## config.mk

```make
export PLATFORM = sky130hd
export DESIGN_NAME = gnn_out_collector
export DESIGN_NICKNAME = d
export VERILOG_FILES = /design/src/rtl/gnn_out_collector.sv
export SDC_FILE = /design/constraint.sdc
export NUM_CORES = 1
export LEC_CHECK = 0
export BUFFER_PORTS_ARGS = -buffer_cell sky130_fd_sc_hd__clkbuf_2
export CORE_MARGIN = 2
export CORE_UTILIZATION = 55
export CTS_CLUSTER_DIAMETER = 80
export DETAILED_ROUTE_END_ITERATION = 10
export PLACE_DENSITY = 0.8
export SYNTH_ARGS = -nofsm -noshare
export SYNTH_HDL_FRONTEND = slang
export SYNTH_SLANG_ARGS = --single-unit
```

## constraint.sdc

```tcl
create_clock -name clk -period 2.2 [get_ports clk]
set_clock_uncertainty 0.15 [all_clocks]
set_input_delay 0.44 -clock clk [delete_from_list [all_inputs] [get_ports clk]]
set_output_delay 0.44 -clock clk [all_outputs]
set_load 0.02 [all_outputs]
```

## src/rtl/gnn_out_collector.sv

```systemverilog
// Capture-and-drain collector for the eight gnn node results: latches each result on its
// first ready flag, then streams all eight slots in index order over one valid/ready port.
module gnn_out_collector #(
    parameter int DATA_W      = 17,
    parameter int TIMEOUT_CYC = 255
) (
    input  logic              clk,
    input  logic              rst_n,
    input  logic              start,
    input  logic [DATA_W-1:0] out0_node0,
    input  logic [DATA_W-1:0] out1_node0,
    input  logic [DATA_W-1:0] out0_node1,
    input  logic [DATA_W-1:0] out1_node1,
    input  logic [DATA_W-1:0] out0_node2,
    input  logic [DATA_W-1:0] out1_node2,
    input  logic [DATA_W-1:0] out0_node3,
    input  logic [DATA_W-1:0] out1_node3,
    input  logic              out0_ready_node0,
    input  logic              out1_ready_node0,
    input  logic              out0_ready_node1,
    input  logic              out1_ready_node1,
    input  logic              out0_ready_node2,
    input  logic              out1_ready_node2,
    input  logic              out0_ready_node3,
    input  logic              out1_ready_node3,
    output logic [DATA_W-1:0] m_data,
    output logic [2:0]        m_idx,
    output logic              m_miss,
    output logic              m_valid,
    output logic              m_last,
    input  logic              m_ready,
    output logic              busy,
    output logic              done,
    output logic              timeout,
    output logic [1:0]        dbg_state
);

    // Drain handshake: a beat transfers on a rising edge where m_valid && m_ready; m_valid
    // depends only on registered state, and all m_* outputs hold while m_ready is low.
    typedef enum logic [1:0] {
        S_IDLE    = 2'd0,
        S_CAPTURE = 2'd1,
        S_DRAIN   = 2'd2
    } state_t;

    localparam logic [15:0] CNT_LAST = 16'(TIMEOUT_CYC - 1);

    state_t            state_q, state_d;
    logic [7:0]        mask_q, mask_d;
    logic [DATA_W-1:0] slot_q [8];
    logic [DATA_W-1:0] slot_d [8];
    logic [15:0]       cnt_q, cnt_d;
    logic [2:0]        ptr_q, ptr_d;
    logic              done_q, done_d;
    logic              timeout_q, timeout_d;

    // Slot index is node*2 + k, with k=0 for out0 and k=1 for out1.
    logic [DATA_W-1:0] din [8];
    logic [7:0]        flag;

    assign din[0] = out0_node0;
    assign din[1] = out1_node0;
    assign din[2] = out0_node1;
    assign din[3] = out1_node1;
    assign din[4] = out0_node2;
    assign din[5] = out1_node2;
    assign din[6] = out0_node3;
    assign din[7] = out1_node3;

    assign flag = {out1_ready_node3, out0_ready_node3, out1_ready_node2, out0_ready_node2,
                   out1_ready_node1, out0_ready_node1, out1_ready_node0, out0_ready_node0};

    always_comb begin
        state_d   = state_q;
        mask_d    = mask_q;
        slot_d    = slot_q;
        cnt_d     = cnt_q;
        ptr_d     = ptr_q;
        done_d    = 1'b0;
        timeout_d = timeout_q;
        case (state_q)
            S_IDLE: begin
                if (start) begin
                    mask_d    = '0;
                    cnt_d     = '0;
                    ptr_d     = '0;
                    timeout_d = 1'b0;
                    for (int i = 0; i < 8; i++) begin
                        slot_d[i] = '0;
                    end
                    state_d = S_CAPTURE;
                end
            end
            S_CAPTURE: begin
                for (int i = 0; i < 8; i++) begin
                    if (flag[i] && !mask_q[i]) begin
                        mask_d[i] = 1'b1;
                        slot_d[i] = din[i];
                    end
                end
                cnt_d = cnt_q + 16'd1;
                // Completion wins over a coincident timeout, so a full mask never flags timeout.
                if (&mask_d) begin
                    state_d = S_DRAIN;
                    ptr_d   = '0;
                end else if (cnt_q == CNT_LAST) begin
                    state_d   = S_DRAIN;
                    ptr_d     = '0;
                    timeout_d = 1'b1;
                end
            end
            S_DRAIN: begin
                if (m_ready) begin
                    ptr_d = ptr_q + 3'd1;
                    if (ptr_q == 3'd7) begin
                        state_d = S_IDLE;
                        done_d  = 1'b1;
                    end
                end
            end
            default: begin
                state_d = S_IDLE;
            end
        endcase
    end

    always_ff @(posedge clk) begin
        if (!rst_n) begin
            state_q   <= S_IDLE;
            mask_q    <= '0;
            cnt_q     <= '0;
            ptr_q     <= '0;
            done_q    <= 1'b0;
            timeout_q <= 1'b0;
            for (int i = 0; i < 8; i++) begin
                slot_q[i] <= '0;
            end
        end else begin
            state_q   <= state_d;
            mask_q    <= mask_d;
            cnt_q     <= cnt_d;
            ptr_q     <= ptr_d;
            done_q    <= done_d;
            timeout_q <= timeout_d;
            for (int i = 0; i < 8; i++) begin
                slot_q[i] <= slot_d[i];
            end
        end
    end

    assign m_valid   = (state_q == S_DRAIN);
    assign m_data    = m_valid ? slot_q[ptr_q] : '0;
    assign m_idx     = ptr_q;
    assign m_miss    = m_valid && !mask_q[ptr_q];
    assign m_last    = m_valid && (ptr_q == 3'd7);
    assign busy      = (state_q != S_IDLE);
    assign done      = done_q;
    assign timeout   = timeout_q;
    assign dbg_state = state_q;

endmodule

```

==> results of run 1 <==
per-stage QoR:
stage | util, % | std cells | setup TNS [ns] | setup WS (ns)
after floorplan | - | 861 | 0 | 0.0553
after global placement | 64.0 | 1183 | -4.77 | -0.110
after detailed placement | 64.0 | 1183 | -9.75 | -0.144
after CTS | 70.1 | 1231 | -7.00 | -0.425
after global routing | 70.1 | 1231 | -7.19 | -0.513
final | 70.1 | 1231 | -6.20 | -0.453
power groups by stage:
| stage | logic, µW | registers [µW] | clock network [µW] |
|---|---|---|---|
| finish | 3250 | 3470 | 3000 |
| global route | 3480 | 3500 | 3160 |
| CTS | 3240 | 3450 | 3030 |
| detailed placement | 3150 | 3520 | 0 |
| global placement | 3110 | 3500 | 0 |
| floorplan | 2350 | 3490 | 0 |
Yosys cell counts, types with 2 or more instances:
master | count | area share (%)
a21oi_1 | 20 | 1.2
a311oi_1 | 2 | 0.21
a31o_1 | 2 | 0.21
a31oi_1 | 9 | 0.67
and2_1 | 138 | 10
and4_1 | 3 | 0.31
buf_1 | 2 | 0.089
buf_2 | 9 | 0.53
buf_4 | 2 | 0.18
buf_6 | 17 | 2.3
clkbuf_1 | 27 | 1.2
clkbuf_2 | 8 | 0.47
dfxtp_1 | 167 | 40
ha_1 | 4 | 0.59
inv_1 | 12 | 0.53
inv_2 | 2 | 0.089
mux2i_1 | 155 | 18
mux4_2 | 36 | 9.6
nand2_1 | 12 | 0.53
nand2b_1 | 6 | 0.44
nand3_1 | 6 | 0.35
nand4_1 | 3 | 0.22
nand4b_1 | 2 | 0.21
nor2_1 | 173 | 7.7
nor4_1 | 2 | 0.15
o2111ai_1 | 3 | 0.31
o211ai_1 | 2 | 0.18
o21ai_0 | 3 | 0.18
o21ai_1 | 2 | 0.12
o22ai_1 | 4 | 0.30
o41ai_1 | 4 | 0.41
or4_1 | 2 | 0.18
worst reg2reg max path, delay by kind of cell (launching register included):
kind	cells	cell delay, ns
AO/OA/AOI/OAI	1	0.18
buffers and inverters	3	0.66
flip-flops	1	0.37
multiplexers	1	0.19
AND/OR/NAND/NOR	2	0.32
registers in the layout, summed over array words and instances, names as in the netlist:
| name | cells |
|---|---|
| slot_q | 136 |
| dbg_state | 2 |
| cnt_q | 16 |
| mask_q | 8 |
| done | 1 |
| timeout | 1 |
| m_idx | 3 |
logic make-up after synthesis:
| family | after synthesis |
|---|---|
| AOI/OAI and AO/OA | 57 |
| xor gates and xnor gates | 1 |
| adders and majority gates | 4 |
| buffers and inverters | 80 |
| DFF | 167 |
| muxes | 192 |
| and+or+nand+nor | 360 |
how the worst max path moves through the flow:
stage	startpoint	endpoint	slack [ns]
2_1_floorplan	m_idx[1]$_SDFFE_PN0P_	m_data[16]	0.06
3_3_place_gp	start	cnt_q[4]$_SDFFE_PN0P_	-0.11
3_5_place_dp	start	slot_q[81]$_SDFFE_PN0P_	-0.14
4_1_cts	m_idx[1]$_SDFFE_PN0P_	m_data[10]	-0.43
5_1_grt	m_idx[1]$_SDFFE_PN0P_	m_data[10]	-0.51
6_report	m_idx[1]$_SDFFE_PN0P_	m_data[10]	-0.45
layout by cell type, fill, tap and decap left out, types with 3 or more instances in the layout:
cell type,count
nor2_1,164
clkbuf_2,159
buf_4,19
o22ai_1,4
a31oi_4,4
o21ai_0,3
inv_1,12
buf_12,17
mux4_2,36
dfxtp_1,165
nand4_1,3
clkbuf_16,18
nor2_2,9
nand2_1,12
a21oi_1,20
a31oi_2,4
and2_1,137
clkbuf_8,6
nand2b_1,6
o2111ai_1,3
mux2i_1,154
clkinvlp_4,3
buf_6,11
nand3_1,6
and4_1,3
o41ai_1,4
per-layer routing:
layer  vias up  track usage [%]  share of wire (%)
li1       3297                -                  -
met3        57             4.63                6.4
met5         -                0                  0
met4         0             12.5                3.5
met2       288             42.8                 46
met1      3228             36.1                 44
timing repair:
item,4_1_cts,5_1_grt
pin swaps,6,6
resized for setup,31,30
endpoints found under the setup margin,19,69
buffers inserted,12,2
cloned,4,1
area by class of cell:
cell class | count | area, µm² | share of cell area [%]
clock inverter | 10 | 119 | 1.12
antenna | 1 | 2.50 | 0.0236
timing repair buffer | 215 | 1560 | 14.7
multi-input combinational | 614 | 4790 | 45.2
tap | 188 | 235 | 2.22
inverter | 14 | 55.1 | 0.520
clock buffer | 22 | 474 | 4.48
sequential | 167 | 3350 | 31.7
==> results.py, run 1 <==
metrics = {
    "timing": {
        "slew_headroom_pct": 47.8,
        "hold_slack_ns": 0.162,
        "setup_viol": 19,
        "hold_viol_final": 0,
        "worst_slack_ns": -0.453,
        "fin_crit_sh_pct": 121,
        "slew_viol_final": 0,
        "worst_pin_slew_ns": 0.782,
        "period_needed_ns": 2.65,
        "fmaxAchievable_ghz": 0.377,
        "rsz0062_at_grt": "true",
    },
    "cts": {
        "path_clk_slew_ns": 0.06,
        "ctsHoldBuffers": 0,
        "cts_buffer_depth": 2,
        "clock-sinks": 167,
        "clock_latency_ns": 0.42,
        "cts_buffers": 17,
        "htree_levels": 4,
        "cts_root_buffer": "clkbuf_16",
        "cts_tree": "yes",
    },
    "grt": {
        "grt_pass1_vias": 6614,
        "grt_pass1_wl_um": 34100,
        "grt_overflow": 0,
        "antenna_found_initial": 1,
        "grt_use_total_pct": 27.0,
        "grt_max_degree": 88,
    },
    "critical_path": {
        "worst_ep_required_time_ns": 1.61,
        "crit_fanout": 5,
        "crit_family": "multiplexers",
        "worstPathCellList": "buf_12 -> buf_16 -> mux4_2 -> mux2i_1 -> nor2_1 -> buf_4",
        "regToRegEndpoint": "slot_q[79]$_SDFFE_PN0P_",
        "r2r_start": "dbg_state[0]$_SDFFE_PN0P_",
        "reg2reg_depth": 7,
        "max_stage_delay_ns": 0.53,
        "crit_buf_inv": 3,
        "critPathSlowestCell": "mux4_2",
        "path_class": "flip-flop to primary output",
        "arrival_ns": 2.06,
        "cp-end-kind": "primary output",
        "reg2reg_slack_ns": 0.20,
        "start_kind": "flip-flop",
        "cp.depth": 6,
    },
    "worst_hold_path": {
        "hold_class": "primary input to flip-flop",
        "holdPathStages": 3,
        "hp-start": "out0_ready_node0",
        "whs_endpoint": "mask_q[0]$_SDFFE_PN0P_",
    },
    "run": {
        "cap_viol_max_count": 0,
    },
    "run_status": {
        "run_status": "finished with violations",
        "violations": "setup timing",
    },
    "synth": {
        "ys_ff_latch": 167,
        "synthArstFlopShare_pct": 0,
        "synth_compound_area_share_pct": 4.54,
        "synth_simple_gate_area_share_pct": 21.7,
        "synth_top_family_by_area": "multiplexers",
        "synth_edf_count": 0,
        "synth_cell_types": 54,
        "ys_warn_count": 0,
        "synth_xor_area_share_pct": 0.104,
        "yosys.area_share.adder_pct": 0.591,
        "yosys-mux-area-fraction_pct": 28.0,
        "synthCells": 861,
        "synthFlopType": "dfxtp_1",
        "yosysSeqAreaShare_pct": 39.5,
        "netlist_area_um2": 8460,
        "synth_nets": 1013,
        "syn_area_per_cell_um2": 9.83,
    },
    "finish": {
        "design_area_um2": 10600,
        "area_growth_pct": 25.1,
        "final_nets": 1181,
        "nFillCells": 1113,
        "drive_gt1_share_pct": 30.1,
    },
    "power_and_ir_drop": {
        "comb_power_share_pct": 33.4,
        "p_clk_share_pct": 30.9,
        "swShare_pct": 32.1,
        "p_per_area_nw_per_um2": 918,
        "power_uw": 9720,
        "internal-power_uw": 6600,
        "p_leak_uw": 0.00472,
        "vdd_drop_max_v": 0.000651,
        "p_switching_uw": 3120,
        "seqPwrFrac_pct": 35.7,
    },
    "drt": {
        "drc": 0,
        "first_pass_iters": 6,
        "dr.first_iter.drc_count": 509,
        "vias_per_cell": 5.58,
        "totalWireLength_um": 21900,
        "routedWlPerCell_um": 17.8,
        "vias": 6870,
        "antenna_left": 0,
    },
    "floorplan": {
        "dieArea_um2": 16400,
        "die_w_um": 128,
        "die_y_um": 128,
        "io-pin-count": 176,
        "core_um2": 15100,
        "fp-row-count": 45,
        "initial_core_util_pct": 56.1,
    },
    "placement": {
        "finalWeightedCongestion": 0.879,
        "place_hpwl_um": 14400,
        "portBuffers": 175,
        "place_area_um2": 9650,
    },
}
(Power assumes the default switching activity.)
==> inputs of run 2 (changes only) <==
Settings changed: MAX_ROUTING_LAYER set to met4.
==> run 2 against run 1 <==
The flow still finishes with violations (setup timing). Sequential share of layout area is the same. Sequential cell count did not move. Critical endpoint unchanged. Register-to-register slack barely moved.
==> results.py, run 2 (synthesis gave the netlist of run 1 again) <==
metrics = {
    "critical_path": {
        "critPathSlowestCell": "mux4_2",
        "arrival_ns": 2.08,
        "max_stage_delay_ns": 0.53,
        "regToRegEndpoint": "slot_q[79]$_SDFFE_PN0P_",
        "path_class": "flip-flop to primary output",
        "worst_ep_required_time_ns": 1.61,
        "cp-end-kind": "primary output",
        "reg2reg_slack_ns": 0.20,
        "crit_fanout": 5,
        "worstPathCellList": "buf_12 -> buf_16 -> mux4_2 -> mux2i_1 -> nor2_1 -> buf_4",
        "start_kind": "flip-flop",
        "r2r_start": "dbg_state[0]$_SDFFE_PN0P_",
        "reg2reg_depth": 7,
    },
    "grt": {
        "antenna_found_initial": 1,
        "grt_pass1_wl_um": 34200,
        "grt_pass1_vias": 6613,
        "grt_max_degree": 88,
        "grt_overflow": 0,
        "grt_use_total_pct": 27.8,
    },
    "cts": {
        "clock_latency_ns": 0.42,
        "ctsHoldBuffers": 0,
        "htree_levels": 4,
        "cts_tree": "yes",
        "cts_buffer_depth": 2,
        "cts_buffers": 17,
        "path_clk_slew_ns": 0.06,
        "clock-sinks": 167,
        "cts_root_buffer": "clkbuf_16",
    },
    "power_and_ir_drop": {
        "seqPwrFrac_pct": 35.7,
        "p_clk_share_pct": 30.8,
        "swShare_pct": 32.0,
        "internal-power_uw": 6600,
        "p_leak_uw": 0.00472,
        "p_per_area_nw_per_um2": 917,
        "comb_power_share_pct": 33.4,
        "vdd_drop_max_v": 0.000650,
        "p_switching_uw": 3110,
    },
    "finish": {
        "largest_register": "slot_q",
        "final_cell_mix": "165 x dfxtp_1, 164 x nor2_1, 159 x clkbuf_2",
        "final_common_cell": "dfxtp_1",
        "drive_gt1_share_pct": 30.1,
        "area_growth_pct": 25.1,
        "top_regs": "slot_q x136, cnt_q x16, mask_q x8",
        "finish.utilization_pct": 70.1,
        "final_nets": 1181,
        "largest_reg_flops": 136,
        "final_cells": 1231,
    },
    "drt": {
        "drc": 0,
        "first_pass_iters": 5,
        "dr_wl_met2_um": 10200,
        "dr.first_iter.drc_count": 549,
        "totalWireLength_um": 21800,
        "antenna_left": 0,
        "vias_per_cell": 5.55,
        "top_layer": "met4",
        "routedWlPerCell_um": 17.7,
        "met1_length_um": 9690,
        "vias": 6831,
        "route.met3.wl_um": 1200,
    },
    "floorplan": {
        "io-pin-count": 176,
        "fp-row-count": 45,
        "die_y_um": 128,
        "dieArea_um2": 16400,
        "initial_core_util_pct": 56.1,
        "die_w_um": 128,
        "core_um2": 15100,
    },
    "timing": {
        "worst_slack_ns": -0.475,
        "slew_headroom_pct": 48.2,
        "setup_viol": 19,
        "hold_viol_final": 0,
        "worst_pin_slew_ns": 0.777,
        "period_needed_ns": 2.67,
        "slew_viol_final": 0,
        "fin_crit_sh_pct": 122,
        "rsz0062_at_grt": "true",
        "fmaxAchievable_ghz": 0.374,
    },
    "run_status": {
        "violations": "setup timing",
        "run_status": "finished with violations",
    },
    "worst_hold_path": {
        "whs_endpoint": "mask_q[0]$_SDFFE_PN0P_",
        "hold_class": "primary input to flip-flop",
        "holdPathStages": 3,
        "hp-start": "out0_ready_node0",
    },
    "placement": {
        "place_hpwl_um": 14400,
        "dp_cells": 1183,
        "pre_cts_ws_ns": -0.144,
        "portBuffers": 175,
        "finalWeightedCongestion": 0.893,
    },
    "run": {
        "cap_viol_max_count": 0,
    },
}
## run 2: cell counts in the layout (fill, tap and decap cells not counted)
No cell type changed its count.
## run 2: power groups by stage
stage               Sequential [µW]  Clock [µW]  Combinational [µW]
finish                         3470        2990                3250
global placement               3500           0                3110
detailed placement             3520           0                3150
CTS                            3450        3030                3240
floorplan                      3490           0                2350
global route                   3500        3160                3480
## run 2: per-stage QoR
step	power [µW]	cell area (µm²)	hold slack, ns	TNS [ns]
2_1_floorplan	5850	8500	0.308	0
3_3_place_gp	6610	9650	0.319	-4.77
3_5_place_dp	6670	9650	0.331	-9.75
4_1_cts	9730	10600	0.145	-7.00
5_1_grt	10100	10600	0.169	-7.20
6_report	9710	10600	0.163	-6.18
## run 2: critical path, delay by kind of cell (launching register included)
| family | cells | cell delay (ns) |
|---|---|---|
| buffers and inverters | 3 | 0.41 |
| flip-flops | 1 | 0.41 |
| multiplexers | 2 | 0.74 |
| AND/OR/NAND/NOR | 1 | 0.08 |
## run 2: what timing repair did
action,CTS,global route
gates resized for setup,31,30
pin swaps,6,6
setup endpoints to repair,19,69
setup buffers,12,2
hold endpoints to repair,0,0
cloned,4,1
## run 2: final cells by class
type | count | area (µm²)
Inverter | 14 | 55.1
Clock inverter | 10 | 119
Tap cell | 188 | 235
Antenna cell | 1 | 2.50
Timing Repair Buffer | 215 | 1560
Clock buffer | 22 | 474
Sequential cell | 167 | 3350
Fill cell | 1113 | 4510
Multi-Input combinational cell | 614 | 4790
## run 2: how the worst max path moves through the flow
stage                          startpoint                      end  cells past startpoint
global placement                    start    cnt_q[4]$_SDFFE_PN0P_                      5
floorplan           m_idx[1]$_SDFFE_PN0P_               m_data[16]                      6
global route        m_idx[1]$_SDFFE_PN0P_               m_data[10]                      6
detailed placement                  start  slot_q[81]$_SDFFE_PN0P_                      6
CTS                 m_idx[1]$_SDFFE_PN0P_               m_data[10]                      6
finish              m_idx[1]$_SDFFE_PN0P_               m_data[10]                      6
## run 2: per-layer routing
metal | track usage [%] | vias to the layer above
met5 | - | -
met4 | 12.5 | 0
met2 | 43.0 | 250
met3 | 4.63 | 48
met1 | 36.0 | 3234
li1 | - | 3299
==> inputs of run 3 (changes only) <==
Settings changed: CORE_UTILIZATION 55 to 60, PLACE_DENSITY 0.8 to 0.86.
Clock period 2.2 ns to 3.3 ns, I/O delays scaled along.
==> run 3 against run 2 <==
The flow now finishes without violations. Final area is 5.1% lower. Worst setup slack better by 0.69 ns. Sequential power is 32% lower. Via count is 1.6% higher. First-iteration DRC count is 11% higher. Clock-buffer cell count is 4 lower. Sequential share of layout area is 1.6 points higher. Die area is 8.1% lower. Sequential cell count stayed put. Clock power is 29% lower. Core utilization is 2.5 points higher.
==> results.py, run 3 (synthesis gave the netlist of run 1 again) <==
metrics = {
    "run_status": {
        "run_status": "completed",
    },
    "cts": {
        "htree_levels": 4,
        "ctsHoldBuffers": 0,
        "cts_tree": "yes",
        "clock_latency_ns": 0.42,
        "cts_buffers": 17,
        "clock-sinks": 167,
        "cts_resized": 0,
        "cts_buffer_depth": 2,
        "cts_root_buffer": "clkbuf_16",
        "path_clk_slew_ns": 0.06,
        "post_cts_buffers": 0,
    },
    "timing": {
        "fmaxAchievable_ghz": 0.325,
        "hold_viol_final": 0,
        "fin_crit_sh_pct": 93.4,
        "slew_viol_final": 0,
        "rsz0062_at_grt": "false",
        "slew_headroom_pct": 41.1,
        "hold_slack_ns": 0.341,
        "setup_viol": 0,
        "setup_tns_ns": 0,
        "period_needed_ns": 3.08,
        "worst_pin_slew_ns": 0.873,
    },
    "finish": {
        "final_cell_mix": "175 x clkbuf_2, 173 x nor2_1, 165 x dfxtp_1",
        "diodes": 0,
        "seqCellArea_um2": 3350,
        "nFillCells": 966,
        "largest_reg_flops": 136,
        "final_nets": 1161,
        "area_growth_pct": 18.7,
        "drive_gt1_share_pct": 27.7,
        "top_regs": "slot_q x136, cnt_q x16, mask_q x8",
        "largest_register": "slot_q",
        "multi_input_area_um2": 4730,
        "design_area_um2": 10000,
        "final_common_cell": "clkbuf_2",
    },
    "power_and_ir_drop": {
        "vdd_drop_max_v": 0.000519,
        "comb_power_share_pct": 29.9,
        "p_per_area_nw_per_um2": 637,
        "internal-power_uw": 4340,
        "p_leak_uw": 0.00453,
        "swShare_pct": 32.2,
        "p_switching_uw": 2060,
        "p_clk_share_pct": 33.3,
        "seqPwrFrac_pct": 36.8,
    },
    "drt": {
        "totalWireLength_um": 22200,
        "drc": 0,
        "dr.first_iter.drc_count": 607,
        "vias_per_cell": 5.77,
        "antenna_left": 0,
        "first_pass_iters": 5,
        "vias": 6938,
        "routedWlPerCell_um": 18.5,
    },
    "placement": {
        "portBuffers": 175,
        "finalWeightedCongestion": 0.969,
        "place_hpwl_um": 15800,
        "place_area_um2": 9410,
    },
    "floorplan": {
        "die_y_um": 123,
        "io-pin-count": 176,
        "core_um2": 13800,
        "dieArea_um2": 15100,
        "initial_core_util_pct": 61.2,
        "die_w_um": 123,
        "fp-row-count": 43,
    },
    "grt": {
        "antenna_found_initial": 0,
        "grt_max_degree": 94,
        "grt_overflow": 0,
        "grt_use_total_pct": 30.6,
        "grt_pass1_wl_um": 34300,
        "grt_pass1_vias": 6565,
    },
    "critical_path": {
        "cp-end-kind": "primary output",
        "crit_fanout": 29,
        "start_kind": "flip-flop",
        "arrival_ns": 2.27,
        "worst_ep_required_time_ns": 2.49,
        "path_class": "flip-flop to primary output",
    },
    "worst_hold_path": {
        "hold_class": "flip-flop to flip-flop",
    },
    "run": {
        "cap_viol_max_count": 0,
    },
}
==> run 3: changes by cell type in the layout (fill, tap and decap cells not counted), sizes merged <==
cell,change
inv,-1
buf,-32
bufinv,+2
diode,-1
clkbuf,+8
clkinv,+3
==> run 3: path summary, 6_finish.rpt <==
check	startpoint	to	slack, ns	cells past startpoint
setup / recovery	m_idx[0]$_SDFFE_PN0P_	m_data[15]	0.22	5
hold / removal	slot_q[38]$_SDFFE_PN0P_	slot_q[38]$_SDFFE_PN0P_	0.34	2
setup reg to reg	dbg_state[0]$_SDFFE_PN0P_	m_idx[0]$_SDFFE_PN0P_	0.98	4
hold reg to reg	slot_q[38]$_SDFFE_PN0P_	slot_q[38]$_SDFFE_PN0P_	0.34	2
==> run 3: final cells by class <==
type                            count  area share (%)
Clock buffer                       18            4.37
Clock inverter                     14            1.99
Inverter                           14           0.548
Multi-Input combinational cell    614            47.1
Sequential cell                   167            33.3
Tap cell                          180            2.24
Timing Repair Buffer              195            10.5
==> run 3: metrics by stage <==
stage	worst slack, ns	power, µW	std cells	util, %
detailed placement	0.659	4280	1170	68.0
floorplan	0.711	3890	861	-
global route	0.112	6650	1202	72.6
finish	0.219	6400	1202	72.6
CTS	0.193	6390	1202	72.6
global placement	0.704	4240	1170	68.0
==> run 3: worst max-delay path, cell delays in order (launching register included) <==
cell and delay, ns:
dfxtp_2 0.57, buf_12 0.26, mux4_2 0.53, mux2i_1 0.20
nor2_1 0.08, clkbuf_2 0.19
==> run 3: per-layer routing <==
layer	wire length [µm]	GRT usage, %	vias up
li1	-	-	3252
met1	9550	41.7	3247
met2	10000	44.9	368
met3	1870	5.95	71
met4	727	12.4	0
met5	0	-	-
==> run 3: power groups by stage <==
stage,sequential (µW),clock (µW),combinational (µW)
global route,2370,2220,2060
finish,2360,2130,1910
global placement,2390,0,1850
floorplan,2330,0,1560
CTS,2350,2130,1910
detailed placement,2390,0,1890
